===== src/rtl/weight_fetch.sv =====
// Read-side sequencer for the three-channel weight ROM: schedules ROM reads,
// absorbs the one-cycle read latency and streams 3-channel weight tuples.
module weight_fetch #(
    parameter int unsigned ROM_ADDR_BITS = 10,
    parameter int unsigned ROM_WIDTH     = 16,
    parameter int unsigned KERNEL_SIZE   = 9
) (
    input  logic                                clk,
    input  logic                                rst,
    input  logic                                start,
    input  logic [ROM_ADDR_BITS-1:0]            filter_count,
    input  logic [2:0]                          ch_mask,
    output logic                                busy,
    output logic                                done,
    output logic [2:0]                          rom_en,
    output logic [2:0][ROM_ADDR_BITS-1:0]       rom_addr,
    input  logic [2:0][ROM_WIDTH-1:0]           rom_data,
    output logic                                w_valid,
    input  logic                                w_ready,
    output logic [2:0][ROM_WIDTH-1:0]           w_data,
    output logic                                w_last_tap,
    output logic                                w_last
);

    localparam int unsigned NUM_CH     = 3;
    localparam int unsigned FIFO_DEPTH = 3;
    localparam int unsigned PTR_BITS   = 2;
    localparam int unsigned CNT_BITS   = 2;
    localparam int unsigned TAP_BITS   = (KERNEL_SIZE > 1) ? $clog2(KERNEL_SIZE) : 1;
    localparam logic [TAP_BITS-1:0] LAST_TAP = TAP_BITS'(KERNEL_SIZE - 1);

    typedef logic [NUM_CH-1:0][ROM_WIDTH-1:0] tuple_t;
    typedef enum logic [1:0] {IDLE, FETCH, DRAIN, FIN} state_t;

    state_t                   state_q, state_d;
    logic [ROM_ADDR_BITS-1:0] addr_q, addr_d;
    logic [TAP_BITS-1:0]      tap_q, tap_d;
    logic [ROM_ADDR_BITS-1:0] filt_q, filt_d;
    logic [ROM_ADDR_BITS-1:0] fcount_q, fcount_d;
    logic [NUM_CH-1:0]        mask_q, mask_d;
    logic                     pending_q, pending_d;
    logic                     pend_last_tap_q, pend_last_tap_d;
    logic                     pend_last_q, pend_last_d;
    tuple_t                   fifo_data_q [FIFO_DEPTH];
    tuple_t                   fifo_data_d [FIFO_DEPTH];
    logic [FIFO_DEPTH-1:0]    fifo_tap_q, fifo_tap_d;
    logic [FIFO_DEPTH-1:0]    fifo_last_q, fifo_last_d;
    logic [PTR_BITS-1:0]      wr_ptr_q, wr_ptr_d;
    logic [PTR_BITS-1:0]      rd_ptr_q, rd_ptr_d;
    logic [CNT_BITS-1:0]      count_q, count_d;

    logic issue;
    logic tap_wrap;
    logic last_issue;
    logic fifo_empty;
    logic pop;
    logic head_last;

    function automatic logic [PTR_BITS-1:0] ptr_inc(input logic [PTR_BITS-1:0] p);
        return (p == PTR_BITS'(FIFO_DEPTH - 1)) ? '0 : p + PTR_BITS'(1);
    endfunction

    // A read may only be issued when it is guaranteed a FIFO slot on return.
    assign issue      = (state_q == FETCH) &&
                        ((3'(count_q) + 3'(pending_q)) < 3'(FIFO_DEPTH));
    assign tap_wrap   = (tap_q == LAST_TAP);
    assign last_issue = issue && tap_wrap && (filt_q == fcount_q - ROM_ADDR_BITS'(1));
    assign fifo_empty = (count_q == '0);
    assign pop        = !fifo_empty && w_ready;
    assign head_last  = fifo_last_q[rd_ptr_q];

    // State register
    always_ff @(posedge clk) begin
        if (rst) begin
            state_q <= IDLE;
        end else begin
            state_q <= state_d;
        end
    end

    // Next-state logic
    always_comb begin
        state_d = state_q;
        unique case (state_q)
            IDLE:  if (start) state_d = (filter_count == '0) ? FIN : FETCH;
            FETCH: if (last_issue) state_d = DRAIN;
            DRAIN: if (pop && head_last) state_d = FIN;
            FIN:   state_d = IDLE;
            default: state_d = IDLE;
        endcase
    end

    // Output logic
    always_comb begin
        rom_en     = issue ? mask_q : '0;
        for (int i = 0; i < NUM_CH; i++) begin
            rom_addr[i] = addr_q;
        end
        busy       = (state_q == FETCH) || (state_q == DRAIN);
        done       = (state_q == FIN);
        w_valid    = !fifo_empty;
        w_data     = fifo_empty ? '0 : fifo_data_q[rd_ptr_q];
        w_last_tap = !fifo_empty && fifo_tap_q[rd_ptr_q];
        w_last     = !fifo_empty && head_last;
    end

    // Run counters, in-flight read tracking and capture FIFO
    always_comb begin
        addr_d          = addr_q;
        tap_d           = tap_q;
        filt_d          = filt_q;
        fcount_d        = fcount_q;
        mask_d          = mask_q;
        pending_d       = issue;
        pend_last_tap_d = issue && tap_wrap;
        pend_last_d     = last_issue;
        fifo_data_d     = fifo_data_q;
        fifo_tap_d      = fifo_tap_q;
        fifo_last_d     = fifo_last_q;
        wr_ptr_d        = wr_ptr_q;
        rd_ptr_d        = rd_ptr_q;
        count_d         = count_q + CNT_BITS'(pending_q) - CNT_BITS'(pop);

        if (state_q == IDLE && start) begin
            fcount_d = filter_count;
            mask_d   = ch_mask;
            addr_d   = '0;
            tap_d    = '0;
            filt_d   = '0;
        end

        if (issue) begin
            addr_d = addr_q + ROM_ADDR_BITS'(1);
            if (tap_wrap) begin
                tap_d  = '0;
                filt_d = filt_q + ROM_ADDR_BITS'(1);
            end else begin
                tap_d  = tap_q + TAP_BITS'(1);
            end
        end

        // Masked channels are stored as zero so the consumer never sees stale ROM output.
        if (pending_q) begin
            for (int i = 0; i < NUM_CH; i++) begin
                fifo_data_d[wr_ptr_q][i] = mask_q[i] ? rom_data[i] : '0;
            end
            fifo_tap_d[wr_ptr_q]  = pend_last_tap_q;
            fifo_last_d[wr_ptr_q] = pend_last_q;
            wr_ptr_d              = ptr_inc(wr_ptr_q);
        end

        if (pop) begin
            rd_ptr_d = ptr_inc(rd_ptr_q);
        end
    end

    // Datapath registers
    always_ff @(posedge clk) begin
        if (rst) begin
            addr_q          <= '0;
            tap_q           <= '0;
            filt_q          <= '0;
            fcount_q        <= '0;
            mask_q          <= '0;
            pending_q       <= 1'b0;
            pend_last_tap_q <= 1'b0;
            pend_last_q     <= 1'b0;
            for (int i = 0; i < FIFO_DEPTH; i++) begin
                fifo_data_q[i] <= '0;
            end
            fifo_tap_q      <= '0;
            fifo_last_q     <= '0;
            wr_ptr_q        <= '0;
            rd_ptr_q        <= '0;
            count_q         <= '0;
        end else begin
            addr_q          <= addr_d;
            tap_q           <= tap_d;
            filt_q          <= filt_d;
            fcount_q        <= fcount_d;
            mask_q          <= mask_d;
            pending_q       <= pending_d;
            pend_last_tap_q <= pend_last_tap_d;
            pend_last_q     <= pend_last_d;
            fifo_data_q     <= fifo_data_d;
            fifo_tap_q      <= fifo_tap_d;
            fifo_last_q     <= fifo_last_d;
            wr_ptr_q        <= wr_ptr_d;
            rd_ptr_q        <= rd_ptr_d;
            count_q         <= count_d;
        end
    end

endmodule

===== config.mk =====
export PLATFORM = sky130hd
export DESIGN_NAME = weight_fetch
export DESIGN_NICKNAME = d
export VERILOG_FILES = /design/src/rtl/weight_fetch.sv
export SDC_FILE = /design/constraint.sdc
export NUM_CORES = 1
export LEC_CHECK = 0
export ABC_CLOCK_PERIOD_IN_PS = 5900
export CORE_MARGIN = 1
export CORE_UTILIZATION = 55
export CTS_CLUSTER_DIAMETER = 150
export DETAILED_ROUTE_END_ITERATION = 12
export DONT_BUFFER_PORTS = 1
export MAX_ROUTING_LAYER = met4
export PLACE_DENSITY = 0.7
export SYNTH_ARGS = -nofsm -noshare
export SYNTH_HDL_FRONTEND = slang
export SYNTH_SLANG_ARGS = --single-unit

===== constraint.sdc =====
create_clock -name clk -period 5.9 [get_ports clk]
set_input_delay 1.77 -clock clk [delete_from_list [all_inputs] [get_ports clk]]
set_output_delay 1.77 -clock clk [all_outputs]
set_load 0.02 [all_outputs]

### After elaboration in Yosys (flattened, before gate mapping)

Index checks and enable logic that the tools add are counted.

| word-level totals | value |
|---|---|
| bits in registers | 198 |
| input port bits | 65 |
| output and inout bits | 86 |
| logic and storage cells | 108 |

| cells by class | value |
|---|---|
| add/sub/neg operators | 9 |
| order comparisons | 7 |
| equal/unequal tests | 10 |
| muxes and demuxes | 40 |
| bitwise operators | 2 |
| reductions and logical operators | 17 |

Operators by type and width:

| cell | number |
|---|---|
| $bwmux W144 | 3 |
| $demux W48 S2 | 3 |
| $mux W48 | 4 |
| $bmux W48 S2 | 1 |
| $mux W16 | 4 |
| $mux W10 | 5 |
| $mux W32 | 1 |
| $add A10 B1 Y10 const B | 2 |
| $mux W2 | 6 |
| $mux W4 | 3 |
| $eq A10 B10 Y1 | 1 |
| $logic_and A1 B1 Y1 | 10 |
| $logic_not A10 Y1 | 1 |
| $sub A10 B1 Y10 const B | 1 |
| $eq A2 B2 Y1 const B | 4 |
| $pmux W2 S4 | 1 |
| $bwmux W3 | 2 |
| $ge A3 B3 Y1 const B | 2 |
| $lt A2 B3 Y1 const B | 2 |
| $ne A2 B2 Y1 const B | 3 |
| $not A2 Y3 | 2 |
| $add A2 B1 Y2 const B | 2 |
| $add A4 B1 Y4 const B | 1 |
| $bmux W1 S2 | 2 |
| 16 further kinds | 19 |

### Depth between registers and ports, before layout

| logic depth | value |
|---|---|
| word-level depth | 8 |
| mapped depth | 10 |
| depth with buffers taken out | 10 |

### Worst setup path after synthesis

No wires, ideal clock.

| path | value |
|---|---|
| path kind | flip-flop to output port |
| from | register rd_ptr_q[0] |
| to | output port w_data[10] (netlist name) |
| arrival | 1.690 ns |
| data required time | 4.130 ns |
| path slack | 2.440 ns |
| cell stages (with the launch flop) | 8 |
| buffers on the path | 3 |
| cell sequence | dfxtp_1 clkbuf_1 buf_1 buf_2 mux2i_1 nor2_1 a21oi_1 nor2_1 |

RTL lines:

| what | line | source |
|---|---|---|
| start: declaration | 49 | `logic [PTR_BITS-1:0] rd_ptr_q, rd_ptr_d;` |
| start signal: assignment | 189 | `rd_ptr_q <= rd_ptr_d;` |
| end: declaration | 20 | `output logic [2:0][ROM_WIDTH-1:0] w_data,` |

==> results.env <==
WORST_SKEW_PAIR.LATE_LATENCY_NS=0.43
DOMINANT_COMBINATIONAL_CELL_FAMILY_BY_AREA_AFTER_SYNTHESIS='simple AND/OR/NAND/NOR gates'
FINALMAXSLEWVIOLATIONS=0
SETUP-VIOLATIONS-FINAL=0
IR_WORST_VDD_uV=223
STD_CELL_ROWS=47
CLOCK_TREE.ROOT_CELL='sky130_fd_sc_hd__clkbuf_16'
POST_SYNTH_INSTANCE_AREA_UM2=9350
CRIT_TYPE='reg -> out'
DP_CELLS=1344
DPL_WORST_SLACK_NS=1.95
HOLD-PATH-CELL-COUNT=2
GLOBAL_ROUTE.PEAK_USAGE_LAYER='met2'
SETUP_CRIT_START_KIND='flip-flop'
FIRST_GLOBAL_VIAS=7307
P_LEAK_nW=3.16
FIN_HOLD_WS_NS=0.452
TIMING.CRITICAL_PATH.REQUIRED_NS=4.13
RUN_STATUS='finished, final reports clean'
SLOWEST_DELAY_NS=0.92
POWER.DENSITY_CELL_AREA_nW_PER_UM2=341
MAXCAPVIOLCOUNT=0
FINAL_CORE_UTILIZATION_PCT=58.9
CRITICAL_PATH_S_TOP_DELAY_FAMILY='simple AND/OR/NAND/NOR gates'
REMAINING_DRC_ERRORS=0
SYNTH_COMMON_CELLS='226 x sky130_fd_sc_hd__a21oi_1, 204 x sky130_fd_sc_hd__nand2_1, 198 x sky130_fd_sc_hd__dfxtp_1'
SYNTH.FF_LATCH_COUNT=198
TRITONCTS.NUM_BUFFERS=17
SYNTH_EDF_COUNT=0
GRTUSAGEMET2_PCT=42.9
DETAILED_PLACE.AREA_UM2=9180
GR-USAGE-ALL-LAYERS_PCT=26.6
CTS-RESIZED-GATES=0
TIMING.CRITICAL_PATH.BUF_INV=0
CRITICAL_PATH.SLOWEST_CELL='sky130_fd_sc_hd__nor2b_4'
SYNTH_WARNINGS=0
HOLD_FAILS_FINAL_RPT=0
FINAL.SETUP_SKEW_NS=0.00810
SYNTH_SIMPLE_GATE_AREA_SHARE_PCT=26.7
FIN_CRIT_SH_PCT=73.5
CELLS_ON_WORST_REG2REG_PATH=10
WORST_EP_ARRIVAL_TIME_NS=2.56
TRITONCTS_CLOCK_TREE='yes'
WORST-PATH-MAX-FANOUT=59
ROUTE.ANTENNA.REMAINING_NETS=0
REPORT.POWER.TOTAL_mW=3.33
HOLD_PATH.CLASS='reg -> reg'
GLOBAL_ROUTE.OVERFLOW_TOTAL=0
BUFFER_PORTS.INSERTED=0
FLOW.AREA_GROWTH_FROM_SYNTHESIS_PCT=4.51
AREA_OF_THE_DIE_UM2=17500
CORE_REGION_AREA_UM2=16600
FINAL_CRITICAL_PATH_SETUP_SLACK_NS=1.57
PERIOD_NEEDED_NS=4.33
CTS_HOLD_BUFFERS=0
CRITICAL_PATH.CELL_CHAIN='nor2b_4 > a21oi_1 > nor2_1'
FLOORPLAN.INITIALDENSITY_PCT=56.4
DIE_W_UM=132
SYNTH.TOP_CELL.AREA_SHARE_PCT=42.4
SYNTH.AREA.MUX_SHARE_PCT=5.84
DIE_HEIGHT_UM=132
YS_TYPES=51
SYNTHMOSTINSTANTIATEDCELL='sky130_fd_sc_hd__a21oi_1'
DRT_FIRST_PASS_ITERS=5
TOTALNEGATIVESETUPSLACK_NS=0
FINAL_LAYOUT_SIZE_SUFFIX_GT1_SHARE_PCT=5.36
FINAL_AREA_UM2=9770
CTS.REPAIR_TIMING.SETUP_BUFFER_COUNT=0
SYN_AVG_CELL_AREA_UM2=7.55
INITIALDRTVIOLATIONCOUNT=663
FINAL-INSTANCE-COUNT-EXCL-FILL=1376
GRT_START_MAX_NET_PINS=197
WORSTSETUPPATHDEPTH=3
DRT-VIAS-PER-INSTANCE=5.79
GRT_ANTENNA_BEFORE_REPAIR=0
TIMING.SLEW.HEADROOM_PCT=19.3
H_TREE_LEVELS=4
DRT-TOTAL-WL_UM=22500
GLOBAL_ROUTE.USAGE.MET1_PCT=33.2
WORST_SLEW_PIN_SLEW_NS=1.21
CTS.CLK_SLEW.WORST_PATHS_NS=0.07
CLOCK_SINK_COUNT=198
XOR_XNOR_CELL_AREA_SHARE_OF_THE_YOSYS_NETLIST_PCT=1.69
BOUNDARYPINS=151
GRT_SETUP_UNREPAIRED='no'
YOSYS.AREA_SHARE.ADDER_PCT=1.87
ROUTED_LEN_INST_UM=16.3
SYNTHTOPCELLSBYAREA='sky130_fd_sc_hd__dfxtp_1 42%, sky130_fd_sc_hd__a21oi_1 12%, sky130_fd_sc_hd__nand3_1 8.7%'
MAX_CLOCK_FREQ_MHz=231
CTS_BUFFER_DEPTH=2
ROUTE.VIAS.TOTAL=7969
SYNTH_LARGEST_AREA_CELL='sky130_fd_sc_hd__dfxtp_1'
CRIT_PATH_END_KIND='primary output'
GLOBALPLACE.CONGESTION=0.846
GRT_PASS1_WL_UM=36800
ANTENNADIODECOUNT=0
SYNTH_FLOP_CELL='sky130_fd_sc_hd__dfxtp_1'
FINISH.NET_COUNT=1222
SYNTH-COMPOUND-AREA-SHARE_PCT=15.1
SEQ_AREA_FRAC_SYNTH_PCT=42.4
GRT_USE_MET3_PCT=5.38
ASYNC_FLOP_SHARE_PCT=0
SYNTHESIS.NETS=1317
DP_HPWL_UM=13300
SYN-INSTANCE-COUNT=1238
routing by layer:
layer  vias to the layer above  part of all wire [%]
met5                         -                     0
met4                         0                   1.6
met3                        23                   5.6
met2                       212                    49
met1                      3729                    44
li1                       4005                     -
cells by family (layout without fill, tap and decap cells):
| logic type | after synthesis | count (layout) |
|---|---|---|
| simple gates | 560 | 560 |
| xor+xnor | 18 | 18 |
| buf+inv | 135 | 53 |
| mux | 54 | 54 |
| flops | 198 | 198 |
| compound gates | 259 | 259 |
| fa+ha+maj | 14 | 14 |
report_power, final:
part	switching, mW	leakage, nW	internal, mW
sequential	0.119	1.60	1.38
combinational	0.461	1.28	0.218
clock	0.503	0.280	0.641
path summary, 6_finish.rpt:
path	startpoint	end	slack, ns
max	rd_ptr_q[0]	w_data[28]	1.57
max reg2reg	count_q[0]	count_q[1]	2.88
min reg2reg	fifo_data_q[80]	fifo_data_q[80]	0.45
min	fifo_data_q[80]	fifo_data_q[80]	0.45
state kept, by name, summed over array words and instances (netlist names):
| signal | flops |
|---|---|
| addr_q | 10 |
| count_q | 2 |
| fcount_q | 10 |
| fifo_data_q | 144 |
| fifo_last_q | 3 |
| fifo_tap_q | 3 |
| filt_q | 10 |
| mask_q | 3 |
| pend_last_q | 1 |
| pend_last_tap_q | 1 |
| pending_q | 1 |
| rd_ptr_q | 2 |
| state_q | 2 |
| tap_q | 4 |
| wr_ptr_q | 2 |
layout by cell type (no fill, tap or decap), types with 10 or more instances in the layout:
cell / instances
sky130_fd_sc_hd__a21oi_1: 226
sky130_fd_sc_hd__clkbuf_16: 18
sky130_fd_sc_hd__dfxtp_1: 196
sky130_fd_sc_hd__ha_1: 14
sky130_fd_sc_hd__inv_1: 12
sky130_fd_sc_hd__mux2i_1: 50
sky130_fd_sc_hd__nand2_1: 204
sky130_fd_sc_hd__nand3_1: 163
sky130_fd_sc_hd__nor2_1: 127
sky130_fd_sc_hd__nor3_1: 10
sky130_fd_sc_hd__xnor2_1: 11
tightest hold or removal path, stage by stage (launching register included):
cell,delay (ns)
sky130_fd_sc_hd__dfxtp_1,0.31
sky130_fd_sc_hd__nand2_1,0.05
sky130_fd_sc_hd__a21oi_1,0.05
cell type report:
cell class	instances	area [um^2]
clock buffers	22	495
repair buffers	9	67.6
inverters	12	45.0
flip-flops and latches	198	3970
multi-input cells	905	4820
well taps	220	275
fillers	1564	6820
clock inverters	10	92.6
Note: power is estimated with default switching activity, not from simulation.
